--- config.mk ---
export PLATFORM = sky130hd
export DESIGN_NAME = hazard_ctrl
export DESIGN_NICKNAME = d
export VERILOG_FILES = /design/src/rtl/pipe_ctrl_pkg.sv /design/src/rtl/reg_scoreboard.sv /design/src/rtl/hazard_ctrl.sv
export SDC_FILE = /design/constraint.sdc
export NUM_CORES = 1
export LEC_CHECK = 0
export CORE_MARGIN = 2
export CORE_UTILIZATION = 36
export CTS_CLUSTER_SIZE = 12
export DETAILED_ROUTE_END_ITERATION = 16
export PLACE_DENSITY_LB_ADDON = 0.2
export SYNTH_ARGS = -nofsm -noshare
export SYNTH_HDL_FRONTEND = slang
export SYNTH_SLANG_ARGS = --single-unit
--- constraint.sdc ---
create_clock -name clk -period 2.6 [get_ports clk]
set_input_delay 0.26 -clock clk [delete_from_list [all_inputs] [get_ports clk]]
set_output_delay 0.26 -clock clk [all_outputs]
set_load 0.01 [all_outputs]
--- src/rtl/pipe_ctrl_pkg.sv ---
// Shared types and constants for the five-stage pipeline scheduling control.
package pipe_ctrl_pkg;
    localparam int NREG  = 8;
    localparam int REG_W = 3;

    typedef logic [REG_W-1:0] reg_idx_t;
    typedef logic [1:0]       pend_cnt_t;

    typedef enum logic [1:0] {
        RUN    = 2'd0,
        FLUSH  = 2'd1,
        DRAIN  = 2'd2,
        HALTED = 2'd3
    } ctrl_state_t;
endpackage

--- src/rtl/reg_scoreboard.sv ---
// Per-register count of in-flight writers, with two operand read ports,
// a destination saturation flag and an all-idle flag.
module reg_scoreboard
    import pipe_ctrl_pkg::*;
#(
    parameter int NREG = pipe_ctrl_pkg::NREG
) (
    input  logic      clk,
    input  logic      rst_n,
    input  logic      inc_en_i,
    input  reg_idx_t  inc_idx_i,
    input  logic      dec_en_i,
    input  reg_idx_t  dec_idx_i,
    input  reg_idx_t  rd_a_idx_i,
    input  reg_idx_t  rd_b_idx_i,
    input  reg_idx_t  sat_idx_i,
    output pend_cnt_t rd_a_cnt_o,
    output pend_cnt_t rd_b_cnt_o,
    output logic      sat_o,
    output logic      all_zero_o
);

    pend_cnt_t cnt_q [NREG];
    pend_cnt_t cnt_d [NREG];

    // An issue and a retire hitting the same register cancel out.
    always_comb begin
        for (int i = 0; i < NREG; i++) begin
            cnt_d[i] = cnt_q[i];
            if (inc_en_i && (inc_idx_i == reg_idx_t'(i)) &&
                !(dec_en_i && (dec_idx_i == reg_idx_t'(i))) && (cnt_q[i] != 2'd3))
                cnt_d[i] = cnt_q[i] + 2'd1;
            else if (dec_en_i && (dec_idx_i == reg_idx_t'(i)) &&
                     !(inc_en_i && (inc_idx_i == reg_idx_t'(i))) && (cnt_q[i] != 2'd0))
                cnt_d[i] = cnt_q[i] - 2'd1;
        end
    end

    // NOTE: this count array is control state, not a data RAM, so every entry
    // is reset; stale counts after reset would deadlock the pipeline.
    always_ff @(posedge clk or negedge rst_n) begin
        if (!rst_n) begin
            for (int i = 0; i < NREG; i++) cnt_q[i] <= '0;
        end else begin
            cnt_q <= cnt_d;
        end
    end

    // NOTE: every variable written in an always_comb gets a default first,
    // otherwise paths that skip the assignment infer a latch.
    always_comb begin
        all_zero_o = 1'b1;
        for (int i = 0; i < NREG; i++)
            if (cnt_q[i] != 2'd0) all_zero_o = 1'b0;
    end

    assign rd_a_cnt_o = cnt_q[rd_a_idx_i];
    assign rd_b_cnt_o = cnt_q[rd_b_idx_i];
    assign sat_o      = (cnt_q[sat_idx_i] == 2'd3);

    // A retirement with no writer in flight points at a broken pipeline.
    a_no_underflow: assert property (@(posedge clk) disable iff (!rst_n)
        (dec_en_i && !(inc_en_i && (inc_idx_i == dec_idx_i))) |-> (cnt_q[dec_idx_i] != 2'd0));

endmodule

--- src/rtl/hazard_ctrl.sv ---
// Issue/stall/flush decision for the ID stage: RAW scoreboard, multi-cycle
// EX occupancy, taken-branch squash and halt drain.
module hazard_ctrl
    import pipe_ctrl_pkg::*;
#(
    parameter int NREG         = pipe_ctrl_pkg::NREG,
    parameter int MULTI_LAT    = 4,
    parameter int FLUSH_CYCLES = 2
) (
    input  logic       clk,
    input  logic       rst_n,
    input  logic       id_valid,
    input  logic [2:0] id_rs,
    input  logic [2:0] id_rt,
    input  logic [2:0] id_rd,
    input  logic       id_uses_rs,
    input  logic       id_uses_rt,
    input  logic       id_writes_rd,
    input  logic       id_is_multi,
    input  logic       ex_branch_taken,
    input  logic       wb_valid,
    input  logic [2:0] wb_rd,
    input  logic       halt_req,
    output logic       id_issue,
    output logic       if_stall,
    output logic       id_bubble,
    output logic       if_flush,
    output logic [1:0] ctrl_state,
    output logic       halted
);

    localparam int BUSY_W = (MULTI_LAT > 2) ? $clog2(MULTI_LAT) : 1;
    localparam int FCNT_W = (FLUSH_CYCLES > 2) ? $clog2(FLUSH_CYCLES) : 1;
    localparam logic [BUSY_W-1:0] BUSY_LOAD  = BUSY_W'(MULTI_LAT - 1);
    localparam logic [FCNT_W-1:0] FLUSH_LOAD = FCNT_W'((FLUSH_CYCLES > 1) ? FLUSH_CYCLES - 2 : 0);

    ctrl_state_t       state_q, state_d;
    logic [BUSY_W-1:0] busy_q,  busy_d;
    logic [FCNT_W-1:0] fcnt_q,  fcnt_d;

    pend_cnt_t cnt_rs, cnt_rt;
    logic      rd_sat, sb_idle, hazard;
    logic      issue_c, stall_c, bubble_c, flush_c, halted_c;

    reg_scoreboard #(.NREG(NREG)) u_sb (
        .clk       (clk),
        .rst_n     (rst_n),
        .inc_en_i  (issue_c & id_writes_rd),
        .inc_idx_i (id_rd),
        .dec_en_i  (wb_valid),
        .dec_idx_i (wb_rd),
        .rd_a_idx_i(id_rs),
        .rd_b_idx_i(id_rt),
        .sat_idx_i (id_rd),
        .rd_a_cnt_o(cnt_rs),
        .rd_b_cnt_o(cnt_rt),
        .sat_o     (rd_sat),
        .all_zero_o(sb_idle)
    );

    // Registered counts only: a same-cycle writeback does not release a stall.
    assign hazard = id_valid & ((id_uses_rs & (cnt_rs != 2'd0)) |
                                (id_uses_rt & (cnt_rt != 2'd0)) |
                                (id_writes_rd & rd_sat) |
                                (busy_q != '0));

    always_comb begin
        state_d  = state_q;
        fcnt_d   = fcnt_q;
        issue_c  = 1'b0;
        stall_c  = 1'b0;
        bubble_c = 1'b0;
        flush_c  = 1'b0;
        halted_c = 1'b0;
        unique case (state_q)
            RUN: begin
                if (ex_branch_taken) begin
                    // The redirect cycle is the first of the squash window.
                    flush_c  = 1'b1;
                    bubble_c = 1'b1;
                    if (FLUSH_CYCLES > 1) begin
                        state_d = FLUSH;
                        fcnt_d  = FLUSH_LOAD;
                    end
                end else begin
                    issue_c  = id_valid & ~hazard & ~halt_req;
                    stall_c  = id_valid & hazard;
                    bubble_c = id_valid & hazard;
                    if (halt_req) state_d = DRAIN;
                end
            end
            FLUSH: begin
                flush_c  = 1'b1;
                bubble_c = 1'b1;
                if (fcnt_q == '0) state_d = RUN;
                else              fcnt_d  = fcnt_q - FCNT_W'(1);
            end
            DRAIN: begin
                stall_c  = 1'b1;
                bubble_c = id_valid;
                if (!halt_req)                        state_d = RUN;
                else if (sb_idle && (busy_q == '0))   state_d = HALTED;
            end
            HALTED: begin
                halted_c = 1'b1;
                stall_c  = 1'b1;
                bubble_c = id_valid;
                if (!halt_req) state_d = RUN;
            end
            default: state_d = RUN;
        endcase
    end

    always_comb begin
        busy_d = busy_q;
        if (issue_c && id_is_multi) busy_d = BUSY_LOAD;
        else if (busy_q != '0)      busy_d = busy_q - BUSY_W'(1);
    end

    // NOTE: sequential state uses non-blocking assignments so every register
    // samples pre-edge values regardless of block ordering.
    always_ff @(posedge clk or negedge rst_n) begin
        if (!rst_n) begin
            state_q <= RUN;
            busy_q  <= '0;
            fcnt_q  <= '0;
        end else begin
            state_q <= state_d;
            busy_q  <= busy_d;
            fcnt_q  <= fcnt_d;
        end
    end

    // Outputs are forced low during reset even though ID may present valid data.
    assign id_issue   = rst_n & issue_c;
    assign if_stall   = rst_n & stall_c;
    assign id_bubble  = rst_n & bubble_c;
    assign if_flush   = rst_n & flush_c;
    assign halted     = rst_n & halted_c;
    assign ctrl_state = state_q;

    a_no_branch_in_flush: assert property (@(posedge clk) disable iff (!rst_n)
        (state_q == FLUSH) |-> !ex_branch_taken);

endmodule
Word level (Yosys, flattened, before mapping)

Cells that the tools add are included.

Add/sub/neg operators: 18
Order comparisons: 3
Equal/unequal tests: 31
Mux-type cells: 54
Bitwise logic cells: 21
Reduce and logical (&&, ||, !) cells: 94

Operators by type and width:

| kind                  | count |
|---|---|
| $mux W2               | 30 |
| $logic_and A1 B1 Y1   | 50 |
| $reduce_bool A2 Y1    | 21 |
| $eq A3 B3 Y1 const B  | 8 |
| $ne A2 B2 Y1 const B  | 11 |
| $bmux W2 S3           | 3 |
| $sub A2 B1 Y2 const B | 9 |
| $add A2 B1 Y2 const B | 8 |
| $logic_not A1 Y1      | 16 |
| $mux W1               | 16 |
| $and A1 B1 Y1         | 13 |
| $eq A3 B2 Y1 const B  | 4 |
| $ge A4 B4 Y1 const B  | 3 |
| $not A3 Y4            | 3 |
| $pmux W2 S4           | 1 |
| $eq A2 B2 Y1 const B  | 3 |
| $eq A3 B1 Y1 const B  | 2 |
| $logic_not A3 Y1      | 2 |
| $ne A3 B3 Y1 const B  | 2 |
| $pmux W1 S2           | 3 |
| $logic_not A2 Y1      | 2 |
| $reduce_and A4 Y1     | 1 |
| $or A1 B1 Y1          | 3 |
| $pmux W1 S3           | 1 |
| other kinds (5)       | 6 |

Bits in registers: 21
Bits of input ports: 22
Output and inout bits: 7
Logic and storage cells: 232

Depth between registers and ports, before layout

Gate-level depths: netlist (run 1).

Depth in word-level cells: 22
Depth in mapped cells: 8
Mapped depth without buffers: 6

Hierarchy

Synthesis (run 1) repeated with hierarchy kept, for this count alone.

Cells, all modules: 163
Area total of the unflattened synthesis: 1571.5 um^2

Modules (own cells, without submodules):

| module         | instances | cells an instance | area an instance (um^2) | sequential area each (um^2) |
|---|---|---|---|---|
| reg_scoreboard | 1         | 130               | 1248.7                  | 400.4 |
| hazard_ctrl    | 1         | 33                | 322.8                   | 100.1 |

Worst setup path after synthesis (run 1)

No wires, ideal clock.

Kind: flip-flop to output port
From: reg u_sb.cnt_q[6] (netlist bit)
To: out id_bubble
Arrival: 2078 ps
Setup slack: 262 ps
Stages on the path, launching flop included: 9
Buffers on the path: 2
Path through: dfrtp_1 buf_6 nor3_1 a21oi_1 mux4_2 a211oi_4 buf_6 nand3b_4 a31o_1

Longest elaborated chain between the ends: 13
Elaborated cells between the ends (all ways): 23
Those cells by class: eq/ne: 1; mux: 11; bitwise: 9; reduce/logical: 2

RTL lines:

| what                                     | RTL line                                   | text |
|---|---|---|
| from (decl)                              | reg_scoreboard.sv:23                       | `pend_cnt_t cnt_q [NREG];` |
| from (signal assigned)                   | reg_scoreboard.sv:45                       | `cnt_q <= cnt_d;` |
| $bmux W2 S3 (on tied branches)           | reg_scoreboard.sv:57, reg_scoreboard.sv:58 |  |
| $mux W2 (on tied branches) (2 in series) | reg_scoreboard.sv:57, reg_scoreboard.sv:58 |  |
| $reduce_bool A2 Y1 (on tied branches)    | hazard_ctrl.sv:62, hazard_ctrl.sv:63       |  |
| $and A1 B1 Y1 (on tied branches)         | hazard_ctrl.sv:62, hazard_ctrl.sv:63       |  |
| $or A1 B1 Y1                             | hazard_ctrl.sv:62                          | `assign hazard = id_valid & ((id_uses_rs & (cnt_rs != 2'd0)) \|` |
| $or A1 B1 Y1 *                           | hazard_ctrl.sv:63                          | `(id_uses_rt & (cnt_rt != 2'd0)) \|` |
| $or A1 B1 Y1 *                           | hazard_ctrl.sv:64                          | `(id_writes_rd & rd_sat) \|` |
| $and A1 B1 Y1 *                          | hazard_ctrl.sv:62                          |  |
| $and A1 B1 Y1 *                          | hazard_ctrl.sv:88                          | `bubble_c = id_valid & hazard;` |
| $mux W1 *                                | hazard_ctrl.sv:77                          | `if (ex_branch_taken) begin` |
| $pmux W1 S3 *                            | hazard_ctrl.sv:75                          | `unique case (state_q)` |
| $and A1 B1 Y1 *                          | hazard_ctrl.sv:137                         | `assign id_bubble = rst_n & bubble_c;` |
| to (decl)                                | hazard_ctrl.sv:26                          | `output logic id_bubble,` |

Every way passes the cells marked *; elsewhere a longest branch is shown, timed or not. The select of a mux whose other input is x is not followed.

Final worst setup path (run 1)

Ends and elaborated chain as after synthesis.

==> results of run 1 <==
## registers in the layout, indices dropped and copies added (netlist names)
signal	cells
u_sb.cnt_q	16
ctrl_state	2
busy_q	2
## worst paths after layout
kind,start,endpoint,slack [ns],cells after the start
setup / recovery,u_sb.cnt_q[6],id_bubble,0.05,8
hold / removal,rst_n,ctrl_state[1],0.46,2
setup reg to reg,u_sb.cnt_q[6],u_sb.cnt_q[2],0.16,7
hold reg to reg,busy_q[1],busy_q[1],0.51,2
max in group asynchronous,rst_n,u_sb.cnt_q[1],1.69,3
min in group clk,busy_q[1],busy_q[1],0.51,2
## stage by stage
stage	utilization (%)	cells	setup TNS [ns]	hold slack (ns)	setup WS (ns)
after global routing	48.8	357	-0.0993	0.471	-0.0566
after detailed placement	47.3	352	-5.26	0.485	-0.415
final	48.8	357	0	0.457	0.0487
after CTS	48.5	356	0	0.461	0.0352
after global placement	47.3	352	-3.65	0.492	-0.329
after floorplan	-	233	0	-0.0356	0.262
## logic make-up after synthesis
logic type / Yosys count / synth area share [%]
xor+xnor: 1 / 0.452
mux: 3 / 3.49
simple gates: 118 / 31.8
flops: 20 / 25.8
buf+inv: 21 / 9.10
compound gates: 69 / 28.7
fa+ha+maj: 1 / 0.645
## area by class of cell
class                   count  area [µm²]
inverters                   3        11.3
repair buffers             69         571
clock buffers               3        41.3
flip-flops and latches     20         500
well taps                  70        87.6
multi-input cells         192        1290
fillers                   514        2630
## critical path, stage by stage (launching register included)
cell and delay (ns):
dfrtp_1 0.41, nor3_2 0.22, a21oi_2 0.05, mux4_2 0.50, a211oi_4 0.29, buf_4 0.16, nand3b_4 0.08, a31o_1 0.17
buf_2 0.13
## cells in the final DEF (no fill, tap or decap), types with 2 or more instances in the layout
master	netlist	final
a211oi_1	4	4
a211oi_2	12	12
a21oi_1	7	6
a31o_2	8	8
a31oi_1	24	24
and4_1	6	6
and4_2	3	3
buf_2	1	2
buf_4	1	41
clkbuf_8	4	3
clkdlybuf4s50_1	0	23
dfrtp_1	20	20
dlygate4sd2_1	0	2
inv_1	3	3
mux4_2	3	3
nand2_1	31	31
nand2b_1	3	3
nand3_1	11	10
nand3b_1	2	2
nor2_1	24	20
nor2_2	0	3
nor3_1	24	22
nor3_2	0	2
nor4_1	6	6
o21a_1	2	2
o21ai_0	4	3
or2b_2	3	3
## routing by layer
| metal | GRT usage [%] | up-vias | part of all wire, % |
|---|---|---|---|
| met5 | 0 | - | 0 |
| met4 | 8.75 | 0 | 2.6 |
| met3 | 4.07 | 14 | 4.3 |
| met2 | 34.2 | 51 | 48 |
| met1 | 26.9 | 971 | 45 |
| li1 | - | 1012 | - |
## power groups by stage
stage / Sequential, W / Clock [W] / Combinational, W
floorplan: 0.000384 / 0 / 0.000396
global placement: 0.000380 / 0 / 0.000544
detailed placement: 0.000380 / 0 / 0.000548
CTS: 0.000376 / 0.000225 / 0.000560
global route: 0.000381 / 0.000237 / 0.000627
finish: 0.000377 / 0.000217 / 0.000573
## timing repair
item | CTS | global route
resized for setup | 19 | 4
gates cloned | 0 | 0
setup buffers | 1 | 1
endpoints found under the setup margin | 11 | 3
pin swaps | 4 | 3
==> results.toml, run 1 <==
[logic_synthesis]
synthFlopType = "dfrtp_1"
yosysTopAreaCell = "dfrtp_1"
syn_nets = 256
ys_top_cells_by_count = "nand2_1 (31), a31oi_1 (24), nor2_1 (24), nor3_1 (24), dfrtp_1 (20)"
synth_cells = 233
synth.most_common_cell = "nand2_1"
synthesis.area_um2 = 1940
ys_seq_area_share_pct = 25.8
async_reset_ff_share_pct = 100
synth_top_area_share_pct = 25.8
synth_area_leaders = "dfrtp_1 (26%), a211oi_2 (7.7%), a31oi_1 (7.7%), nor3_1 (6.2%), nand2_1 (6.0%)"
synthDistinctLibCells = 40
avgSynthCellArea_um2 = 8.32
synth_edf_count = 0
ys.warnings.count = 0
yosys_register_bits = 20

[finish]
fin_nets = 312
fin_area_um2 = 2510
drive_above_1_share_pct = 30.7
area_delta_synth_final_pct = 29.3
antenna_cells = 0

[pwr]
ir_drop_v = 0.000277
p_switching_w = 0.000463
p_clk_share_pct = 18.6
intPower_w = 0.000703
power.total_w = 0.00117
p_per_area_nw_per_um2 = 465
p_leak_nw = 0.954
sw_frac_of_total_pct = 39.7
p_comb_share_pct = 49.1
pwr-share-seq_pct = 32.3

[status]
status = "complete, no violations"

[floorplan]
start_util_pct = 37.7
die_h_um = 77.4
row_count = 26
io_pins = 29
die_x_um = 77.4
core_area_um2 = 5140
dieArea_um2 = 5990

[placed_design]
globalplace.congestion = 0.823
port_buffers = 28
placed_cell_area_um2 = 2430
dp_hpwl_um = 4520

[routing]
vias = 2048
wl_um = 5900
drtIter0Drc = 169
wl_per_cell_um = 16.5
drtPass1Iterations = 4
drc = 0
vias_per_cell = 5.74
ant_nets = 0

[sta]
finalCritPeriodShare_pct = 98.1
period_minus_slack_ns = 2.55
finClkSkew_ns = 0.00532
rsz0062_at_grt = "yes"
fmax_mhz = 392
hold_viol = 0
worst_pin_slew_ns = 0.520
relSlewSlack_pct = 65.0
slew_violations = 0
final-setup-viol-count = 0

[critical_path]
cp-start-kind = "flip-flop"
endpoint_kind = "primary output"
required_ns = 2.34
crit_arrival_ns = 2.29
critPathMaxFanout = 3
criticalPathCategory = "reg -> out"

[cts]
cts_tree = "done"
cts_sinks = 20
max-clock-path-buffers = 2
cts_root_buf = "clkbuf_8"
ctsHoldBuffers = 0
cts.clk_slew.worst_paths_ns = 0.08
cts-htree-levels = 1
numCtsBuffers = 3
worstSkewPairLatency_ns = 0.27

[global_route]
grt_pass1_wl_um = 10000
grt_max_degree = 49
grt_usage_pct = 20.9
antenna_found_initial = 0
grt_pass1_vias = 2017
grt_overflow = 0

[flow_run]
drv_cap = 0

[hold_path]
worstHoldPathType = "in -> async"
Note: power is estimated with default switching activity, not from simulation.
==> inputs of run 2 (changes only) <==
Settings changed: CORE_UTILIZATION 36 to 55.
==> run 2 against run 1 <==
Net effect: combinational power grew 0.9%; clock-buffer cell count is the same; final cell count fell by 6.4%; sequential cell count is the same; power decreased by 5.1%; clock power decreased by 29%; worst hold slack worse by 0.082 ns; via count increased by 3.0%; sequential share of layout area up 0.29 points; routed wire length shrank 6.4%.
==> results.toml, run 2 (synthesized netlist as in run 1, its figures left out) <==
[pwr]
pwr-share-seq_pct = 33.8
p_per_area_nw_per_um2 = 448
power.total_w = 0.00111
ir_drop_v = 0.000266
p_comb_share_pct = 52.2
intPower_w = 0.000656
sw_frac_of_total_pct = 40.7
p_switching_w = 0.000450
p_clk_share_pct = 14.0
p_leak_nw = 0.949

[sta]
finClkSkew_ns = 0.00979
relSlewSlack_pct = 66.3
fmax_mhz = 394
hold_viol = 0
rsz0062_at_grt = "yes"
finalCritPeriodShare_pct = 97.7
worst_pin_slew_ns = 0.501
slew_violations = 0
whs_ns = 0.375
period_minus_slack_ns = 2.54
final-setup-viol-count = 0

[routing]
vias = 2110
drc = 0
drtIter0Drc = 223
drtPass1Iterations = 5
wl_per_cell_um = 16.5
vias_per_cell = 6.32
ant_nets = 0
wl_um = 5530

[cts]
cts.clk_slew.worst_paths_ns = 0.11
max-clock-path-buffers = 2
ctsHoldBuffers = 0
cts-htree-levels = 1
worstSkewPairLatency_ns = 0.30
cts_tree = "done"
numCtsBuffers = 3
cts_sinks = 20
cts_root_buf = "clkbuf_4"

[finish]
largest_register_ff_count = 16
final_cell_mix = "buf_4 (40), nand2_1 (31), a31oi_1 (24), clkdlybuf4s50_1 (24), nor3_1 (21)"
n_fill_cell = 275
multi_input_area_um2 = 1290
final_common_cell = "buf_4"
top_register = "u_sb.cnt_q"
fin_util_pct = 73.4
ff_latch_area_um2 = 500
fin_cells = 334
area_delta_synth_final_pct = 27.4
fin_nets = 313
antenna_cells = 0
drive_above_1_share_pct = 30.2

[floorplan]
row_count = 21
dieArea_um2 = 4010
start_util_pct = 57.6
io_pins = 29
core_area_um2 = 3360
die_h_um = 63.4
die_x_um = 63.4

[global_route]
grt_pass1_vias = 1928
grt_overflow = 0
grt_usage_pct = 28.6
grt_max_degree = 49
antenna_found_initial = 0
grt_pass1_wl_um = 9200

[critical_path]
crit_arrival_ns = 2.28
critPathMaxFanout = 3
criticalPathCategory = "reg -> out"
required_ns = 2.34
cp-start-kind = "flip-flop"
endpoint_kind = "primary output"

[placed_design]
globalplace.congestion = 0.915
port_buffers = 28
dp_hpwl_um = 4140
placedCellCount = 330

[status]
status = "complete, no violations"

[hold_path]
worstHoldPathType = "in -> async"

[flow_run]
drv_cap = 0
## run 2: what timing repair did
action / in CTS / in global routing
pin swaps: 2 / 0
endpoints found under the setup margin: 3 / 3
setup buffers: 1 / 0
gates resized for setup: 13 / 6
## run 2: area by class of cell
cell class	instances	share of cell area, %
clock buffers	3	0.912
repair buffers	70	24.0
inverters	3	0.456
well taps	46	2.33
flip-flops and latches	20	20.3
multi-input cells	192	52.1
## run 2: metrics by stage
stage	setup WS [ns]	TNS (ns)	area, µm²
finish	0.0592	0	2470
global route	-0.0462	-0.0462	2470
CTS	0.0402	0	2460
detailed placement	-0.347	-4.24	2420
global placement	-0.288	-2.90	2420
floorplan	0.262	0	1940
## run 2: layer usage
| layer | up-vias | wire length, µm | global-route usage (%) |
|---|---|---|---|
| met5 | - | 0 | 0 |
| met4 | 0 | 114 | 8.15 |
| met3 | 13 | 339 | 3.39 |
| met2 | 90 | 2620 | 45.5 |
| met1 | 997 | 2460 | 40.9 |
| li1 | 1010 | - | - |
## run 2: worst max-delay path, stage by stage (launching register included)
cell and delay (ns):
dfrtp_1 0.42, nor3_2 0.19, a21oi_1 0.06, mux4_2 0.51, a211oi_4 0.24, buf_6 0.14
nand3b_4 0.08, a31o_1 0.22, buf_2 0.13
## run 2: worst paths after layout
| check | start | end | slack (ns) | depth (start not counted) |
|---|---|---|---|---|
| max | u_sb.cnt_q[5] | id_bubble | 0.06 | 8 |
| min | rst_n | u_sb.cnt_q[4] | 0.38 | 2 |
| max reg2reg | u_sb.cnt_q[5] | u_sb.cnt_q[3] | 0.12 | 8 |
| min reg2reg | busy_q[0] | busy_q[0] | 0.55 | 2 |
| max in group asynchronous | rst_n | ctrl_state[1] | 2.01 | 2 |
| min in group clk | busy_q[0] | busy_q[0] | 0.55 | 2 |
## run 2: power by group through the flow
stage / sequential [W] / clock [W] / combinational [W]
after floorplan: 0.000384 / 0 / 0.000396
after global placement: 0.000376 / 0 / 0.000534
after detailed placement: 0.000377 / 0 / 0.000543
after CTS: 0.000372 / 0.000153 / 0.000561
after global routing: 0.000377 / 0.000168 / 0.000635
final: 0.000374 / 0.000154 / 0.000578
==> inputs of run 3 (changes only) <==
Settings changed: CAP_MARGIN set to 20.
Clock period 2.6 ns to 2.9 ns, I/O delays scaled along.
==> run 3 against run 2 <==
Net effect: die area unchanged; combinational power decreased by 17%; final cell count decreased by 3.6%; sequential cell count unchanged; via count decreased by 2.3%; critical path depth unchanged; setup slack improved by 0.016 ns; clock skew decreased by 0.0085 ns; highest routed layer unchanged; global-route usage decreased by 0.71 points; routed wire length decreased by 4.8%; largest power group unchanged; register-to-register slack improved by 0.24 ns; power decreased by 10%.
==> results.toml, run 3 (synthesized netlist as in run 1, its figures left out) <==
[floorplan]
core_area_um2 = 3360
dieArea_um2 = 4010
row_count = 21
die_h_um = 63.4
io_pins = 29
start_util_pct = 57.6
die_x_um = 63.4

[sta]
hold_viol = 0
rsz0062_at_grt = "no"
relSlewSlack_pct = 64.3
final-setup-viol-count = 0
worst_pin_slew_ns = 0.531
period_minus_slack_ns = 2.82
finClkSkew_ns = 0.00127
slew_violations = 0
fmax_mhz = 354
finalCritPeriodShare_pct = 97.4

[pwr]
p_comb_share_pct = 48.2
p_switching_w = 0.000397
p_leak_nw = 0.891
p_per_area_nw_per_um2 = 417
sw_frac_of_total_pct = 40.0
power.total_w = 0.000994
pwr-share-seq_pct = 34.1
intPower_w = 0.000597
p_clk_share_pct = 17.7
ir_drop_v = 0.000236

[finish]
top_register = "u_sb.cnt_q"
fin_area_um2 = 2390
fin_nets = 300
area_delta_synth_final_pct = 23.1
final_cell_mix = "nand2_1 (31), buf_4 (29), clkdlybuf4s50_1 (25), a31oi_1 (24), nor3_1 (22)"
multi_input_area_um2 = 1280
ff_latch_area_um2 = 503
n_fill_cell = 298
fin_util_pct = 70.9
drive_above_1_share_pct = 26.8
final_common_cell = "nand2_1"
antenna_cells = 0
largest_register_ff_count = 16

[critical_path]
cp_slowest_stage_delay_ns = 0.51
r2r_end = "u_sb.cnt_q[0]"
cp-start-kind = "flip-flop"
r2r_start = "u_sb.cnt_q[4]"
slowest_stage = "mux4_2"
crit_start = "u_sb.cnt_q[4]"
r2r_slack_ns = 0.36
worstPathCellList = "nor3_2 > a21oi_1 > mux4_2 > a211oi_4 > buf_4 > nand3b_4 > a31o_1 > dlygate4sd2_1"
critPathCapture = "id_bubble"
worstRegToRegCells = 8
critPathMaxFanout = 3
endpoint_kind = "primary output"
crit_arrival_ns = 2.53
criticalPathCategory = "reg -> out"
required_ns = 2.61

[status]
status = "complete, no violations"

[global_route]
grt_pass1_wl_um = 8910
grt_pass1_vias = 1884
grt_max_degree = 49
grt_usage_pct = 27.9
antenna_found_initial = 0
grt_overflow = 0

[placed_design]
globalplace.congestion = 0.895
placed_cell_area_um2 = 2250
port_buffers = 28
dp_hpwl_um = 3840

[routing]
drtPass1Iterations = 5
ant_nets = 0
drtIter0Drc = 117
vias = 2061
wl_um = 5260
vias_per_cell = 6.40
drc = 0
wl_per_cell_um = 16.3

[cts]
ctsHoldBuffers = 0
cts.clk_slew.worst_paths_ns = 0.13
max-clock-path-buffers = 2
numCtsBuffers = 3
cts-htree-levels = 1
cts_root_buf = "clkbuf_4"
cts_sinks = 20
worstSkewPairLatency_ns = 0.31
cts_tree = "done"

[hold_path]
worstHoldPathType = "in -> async"

[flow_run]
drv_cap = 0
## run 3: critical path: cells and delay by family (launching register included)
kind,cells,cell delay (ns)
buffers and inverters,2,0.44
and+or+nand+nor,2,0.27
muxes,1,0.51
AOI/OAI and AO/OA,3,0.58
DFF,1,0.43
## run 3: final cells by class
| class | count | area share (%) |
|---|---|---|
| inverters | 3 | 0.472 |
| multi-input cells | 192 | 53.8 |
| flip-flops and latches | 20 | 21.1 |
| repair buffers | 57 | 20.7 |
| well taps | 46 | 2.41 |
| clock buffers | 4 | 1.52 |
## run 3: repair_timing
action,4_1_cts,5_1_grt
cloned,0,0
resized for setup,6,6
setup endpoints to repair,3,1
buffers inserted,5,6
pin swaps,1,1
## run 3: power groups by stage
| stage | Combinational [W] | Sequential (W) | Clock, W |
|---|---|---|---|
| final | 0.000479 | 0.000339 | 0.000176 |
| after global routing | 0.000525 | 0.000344 | 0.000190 |
| after CTS | 0.000454 | 0.000338 | 0.000181 |
| after detailed placement | 0.000443 | 0.000346 | 0 |
| after global placement | 0.000437 | 0.000347 | 0 |
| after floorplan | 0.000355 | 0.000344 | 0 |
## run 3: worst min path at each step
stage	startpoint	end	depth (start not counted)
6_report	rst_n	u_sb.cnt_q[0]	2
2_1_floorplan	rst_n	busy_q[0]	0
4_1_cts	rst_n	u_sb.cnt_q[0]	2
5_1_grt	rst_n	u_sb.cnt_q[0]	2
3_5_place_dp	busy_q[1]	busy_q[1]	2
3_3_place_gp	busy_q[1]	busy_q[1]	2
## run 3: stage by stage
stage / hold slack [ns] / setup slack, ns / setup TNS [ns] / std cells
3_5_place_dp: 0.486 / -0.132 / -0.346 / 307
3_3_place_gp: 0.482 / -0.0487 / -0.0537 / 307
2_1_floorplan: -0.00559 / 0.532 / 0 / 233
6_report: 0.432 / 0.0751 / 0 / 322
5_1_grt: 0.422 / 0.00138 / 0 / 322
4_1_cts: 0.416 / 0.0245 / 0 / 316
## run 3: routing by layer
metal	up-vias	GRT usage, %	part of all wire (%)
met2	82	43.9	47
li1	986	-	-
met1	983	37.8	44
met4	0	11.7	2.3
met5	-	0	0
met3	10	4.82	6.9
